$ cat src/rtl/mem_reader.sv
// Read-side controller for a word-organised memory bank: issues a one-hot word select,
// waits the bank latency, captures the word and hands it out over valid/ready.
module mem_reader #(
    parameter int unsigned WIDTH   = 4,
    parameter int unsigned DEPTH   = 4,
    parameter int unsigned ADDR_W  = 2,
    parameter int unsigned MEM_LAT = 1
) (
    input  logic              clk,
    input  logic              reset,
    input  logic              req,
    input  logic [ADDR_W-1:0] addr,
    input  logic              burst,
    output logic              busy,
    output logic [DEPTH-1:0]  mem_sel,
    output logic              mem_rw,
    input  logic [WIDTH-1:0]  mem_data,
    output logic [WIDTH-1:0]  dout,
    output logic              dvalid,
    input  logic              dready,
    output logic              dlast
);

    typedef enum logic [1:0] {StIdle, StIssue, StPresent} state_e;

    localparam logic [ADDR_W:0]  BurstLen = (ADDR_W + 1)'(DEPTH);
    localparam logic [ADDR_W:0]  One      = (ADDR_W + 1)'(1);
    localparam logic [2:0]       LatLast  = 3'(MEM_LAT - 1);
    localparam logic [DEPTH-1:0] SelOne   = DEPTH'(1);

    state_e            state_q;
    logic [ADDR_W-1:0] ptr_q;
    logic [ADDR_W-1:0] ptr_next;
    logic [ADDR_W:0]   remaining_q;
    logic [2:0]        lat_cnt_q;
    logic              busy_q;
    logic [DEPTH-1:0]  mem_sel_q;
    logic [WIDTH-1:0]  dout_q;
    logic              dvalid_q;
    logic              dlast_q;

    // ptr is ADDR_W wide, so the increment wraps DEPTH-1 back to 0.
    assign ptr_next = ptr_q + 1'b1;

    always_ff @(posedge clk) begin
        if (!reset) begin
            state_q     <= StIdle;
            ptr_q       <= '0;
            remaining_q <= '0;
            lat_cnt_q   <= '0;
            busy_q      <= 1'b0;
            mem_sel_q   <= '0;
            dout_q      <= '0;
            dvalid_q    <= 1'b0;
            dlast_q     <= 1'b0;
        end else begin
            unique case (state_q)
                StIdle: begin
                    if (req) begin
                        ptr_q       <= addr;
                        remaining_q <= burst ? BurstLen : One;
                        busy_q      <= 1'b1;
                        mem_sel_q   <= SelOne << addr;
                        lat_cnt_q   <= '0;
                        state_q     <= StIssue;
                    end
                end
                StIssue: begin
                    if (lat_cnt_q == LatLast) begin
                        dout_q    <= mem_data;
                        dvalid_q  <= 1'b1;
                        dlast_q   <= (remaining_q == One);
                        mem_sel_q <= '0;
                        state_q   <= StPresent;
                    end else begin
                        lat_cnt_q <= lat_cnt_q + 3'd1;
                    end
                end
                StPresent: begin
                    // dvalid is already high on every edge seen here, so dready alone
                    // marks the handshake.
                    if (dready) begin
                        dvalid_q <= 1'b0;
                        dlast_q  <= 1'b0;
                        if (remaining_q > One) begin
                            remaining_q <= remaining_q - One;
                            ptr_q       <= ptr_next;
                            mem_sel_q   <= SelOne << ptr_next;
                            lat_cnt_q   <= '0;
                            state_q     <= StIssue;
                        end else begin
                            busy_q  <= 1'b0;
                            state_q <= StIdle;
                        end
                    end
                end
                default: state_q <= StIdle;
            endcase
        end
    end

    assign busy    = busy_q;
    assign mem_sel = mem_sel_q;
    assign mem_rw  = 1'b0;
    assign dout    = dout_q;
    assign dvalid  = dvalid_q;
    assign dlast   = dlast_q;

endmodule

$ cat config.mk
export PLATFORM = sky130hd
export DESIGN_NAME = mem_reader
export DESIGN_NICKNAME = d
export VERILOG_FILES = /design/src/rtl/mem_reader.sv
export SDC_FILE = /design/constraint.sdc
export NUM_CORES = 1
export LEC_CHECK = 0
export BUFFER_PORTS_ARGS = -buffer_cell sky130_fd_sc_hd__buf_2
export CAP_MARGIN = 20
export CORE_AREA = 2 2 54 56
export DETAILED_ROUTE_END_ITERATION = 12
export DIE_AREA = 0 0 56 58
export PLACE_DENSITY = 0.77
export SLEW_MARGIN = 25
export SYNTH_ARGS = -nofsm -noshare
export SYNTH_HDL_FRONTEND = slang
export SYNTH_SLANG_ARGS = --single-unit
$ cat constraint.sdc
create_clock -name clk -period 1.6 [get_ports clk]
set_clock_uncertainty 0.2 [all_clocks]
set_input_delay 0.16 -clock clk [delete_from_list [all_inputs] [get_ports clk]]
set_output_delay 0.16 -clock clk [all_outputs]
set_load 0.03 [all_outputs]
==> run_results.csv <==
group,metric,value,unit
synthesis,synth-compound-area-share,23.1,%
synthesis,synth_top_cells_by_area,"dfxtp_1 34%, nand2_1 4.6%, ha_1 4.1%, mux2i_1 4.1%, a21oi_1 3.7%",
synthesis,syn_avg_cell_area,8.86,um^2
timing,tightest_slew,0.514,ns
synthesis,synth_fa_ha_area_share,4.07,%
status,result_of_the_run,"complete, no violations",
synthesis,post-synth-top-area-cell,"dfxtp_1",
synthesis,synth_top_area_share,34.1,%
critical_path,timing.critical_path.fanout_max,7,
place,post_place_worst_slack,-0.0748,ns
synthesis,mappedNetlistNets,154,
timing,finalMaxSlewViolations,0,
synthesis,post_synth_mux_area_share,4.07,%
critical_path,critical_path.reg2reg.startpoint,"lat_cnt_q[0]",
clocking,cts.path.max_buffers,2,
route,vias,1201,
timing,worst_slew_margin_rel,65.7,%
finish,area_growth,29.4,%
place,place.detailed.hpwl,2390,um
synthesis,seq_area_frac_synth,34.1,%
power,p_total,1.32,mW
route,first_iter_violations,25,
clocking,cts-htree-levels,1,
timing,final_hold_viol_count,0,
finish,final_nets,191,
timing,finalWorstSetupSlack,0.0422,ns
hold_path,hold_start,"addr[1]",
hold_path,min-delay-path-class,"in2reg",
timing,period_minus_slack,1.56,ns
floorplanning,core.rowCount,19,
finish,layout.cell_area.non_filler,1590,um^2
synthesis,synthArstFlopShare,0,%
route,routed_wirelength,3210,um
power,leakage_power,0.652,nW
global_routing,initial_antenna_violation_count,0,
synthesis,synth_top_family_by_area,"simple AND/OR/NAND/NOR gates",
floorplanning,fp.dieW,56,um
synthesis,number_of_standard_cells_after_synthesis,139,
floorplanning,die-area,3250,um^2
critical_path,worst-r2r-cell-count,6,
route,routed_wire_length_per_instance,15.6,um
global_routing,grt_remaining_overflow,0,
clocking,clockRootBuffer,"clkbuf_4",
clocking,worstSkewPairLatency,0.31,ns
critical_path,reg2reg_setup_slack,0.04,ns
place,numPlacedInstances,198,
critical_path,timing.rr.end,"dlast",
clocking,clock_sink_total,21,
global_routing,grt_usage,20.5,%
timing,final-setup-viol-count,0,
route,drt_drc_violations_left,0,
clocking,cts-buffers-inserted,3,
synthesis,synthFlopType,"dfxtp_1",
power,power-per-cell-area,830,nW/um^2
floorplanning,chipHeight,58,um
finish,ratio_of_cells_with_drive_above_1_in_the_final_layout,33.7,%
synthesis,ys_ff_latch,21,
finish,antenna-diode-count,0,
critical_path,critical_path_arrival,1.61,ns
place,finalWeightedCongestion,0.827,
critical_path,critPathKind,"reg2reg",
synthesis,post_synth_and_or_nand_nor_area_fraction,28.2,%
finish,filler_cell_count,245,
route,ant_nets_after_route,0,
timing,timing.fmax,642,MHz
critical_path,worst_setup_path_startpoint,"lat_cnt_q[0]",
global_routing,grt_first_pass_wirelength,5380,um
global_routing,pin_count_of_the_biggest_net_entering_global_routing,15,
floorplanning,initial_utilization,46.2,%
synthesis,mappedNetlistArea,1230,um^2
synthesis,synth-xor-area-share,0,%
critical_path,startpoint_type,"flop",
synthesis,synth_cell_types,44,
floorplanning,core,2660,um^2
critical_path,end_kind,"flop",
floorplanning,floorplan.io_pins,23,
hold_path,timing.hold.worst_endpoint,"mem_sel[3]",
timing,hold-worst-slack,0.00550,ns
place,place.port_buffers,21,
synthesis,synth_warnings,0,
route,via_per_inst,5.83,
timing,timing.final.crit_share,97.4,%
place,placed_area,1440,um^2
finish,finish.cell_count_without_fillers,206,
route,firstDrtPassIters,4,
clocking,tritoncts,"built",
power,power.ir.vdd_worst,0.657,mV
clocking,cts_setup_buffers,0,
job,drv.max_cap_violation_count,0,
hold_path,whs_path_depth,3,
clocking,clkTransAtPathRegs,0.12,ns
global_routing,grt_pass1_vias,1230,
synthesis,synth-edff-count,0,
critical_path,worst-endpoint-required,1.65,ns
## Yosys cell counts (3+ instances only)
library cell	n
dfxtp_1	21
o21ai_1	5
nor2b_1	4
nor3b_1	3
ha_1	4
mux2i_1	5
nand3b_1	5
nand2_1	15
o21ai_0	5
nor2_1	5
inv_1	5
and3b_1	3
a21oi_1	9
nand2b_1	4
buf_4	3
o211ai_1	4
a311oi_1	4
## worst max-delay path: stages (launching register included)
cell      delay, ns
dfxtp_2        0.35
inv_2          0.06
ha_2           0.18
and4bb_4       0.33
buf_6          0.15
nand3b_1       0.10
a21oi_2        0.13
## metrics by stage
stage	setup TNS, ns	utilization, %
floorplan	0	-
global placement	0	54.2
detailed placement	-0.182	54.2
CTS	0	57.6
global route	-0.00410	59.8
finish	0	59.8
## how the worst max path moves through the flow
stage,end,cells after the start
6_report,dlast,6
5_1_grt,dout[3],6
4_1_cts,dout[1],7
3_5_place_dp,mem_sel[0],5
3_3_place_gp,mem_sel[0],5
2_1_floorplan,mem_sel[2],6
## layout by cell type, fill, tap and decap left out, types with 5 or more instances in the layout
| cell type | count |
|---|---|
| a21oi_1 | 7 |
| buf_2 | 21 |
| buf_4 | 12 |
| dfxtp_1 | 18 |
| dlygate4sd3_1 | 5 |
| mux2i_1 | 5 |
| nand2_1 | 15 |
| nand3b_1 | 5 |
| nor2_1 | 5 |
| o21ai_0 | 5 |
| o21ai_1 | 5 |
## cells by family (layout without fill, tap and decap cells)
family,count (synthesis),count (layout)
AOI/OAI and AO/OA,40,40
DFF,21,21
muxes,5,5
and+or+nand+nor,55,55
other,1,1
buffers and inverters,13,49
adders and majority gates,4,4
## layout make-up
class                      instances  area, um^2  share of cell area (%)
clock buffer                       3        22.5                    1.41
clock inverter                     1        5.00                   0.314
inverter                           5        18.8                    1.18
multi-input combinational        105         811                    50.9
sequential                        21         429                    26.9
tap                               31        38.8                    2.44
timing repair buffer              40         268                    16.8
## report_power, final
group	switching (mW)	total, mW	internal (mW)	leakage (nW)
clock network	0.172	0.265	0.0934	0.0177
logic	0.252	0.447	0.194	0.460
registers	0.0422	0.611	0.569	0.174
## routing by layer
metal,up-vias,part of all wire (%),GRT usage (%)
met2,28,55,39.8
met3,6,2.7,1.56
met1,581,40,23.1
met5,-,0,0
li1,586,-,-
met4,0,2.0,8.50
## registers in the layout, indices dropped and copies added (netlist names)
signal	count
lat_cnt_q	3
mem_sel	4
remaining_q	3
dlast	1
ptr_q	2
dvalid	1
dout	4
busy	1
state_q	2
## what timing repair did
item                                    in CTS  in global routing
gates resized for setup                      6                 14
endpoints found under the setup margin      10                 12
endpoints found under the hold margin        5                  0
pin swaps                                    0                  4
hold buffers                                 5                  0
No activity file was read; power rests on OpenSTA's default activity.
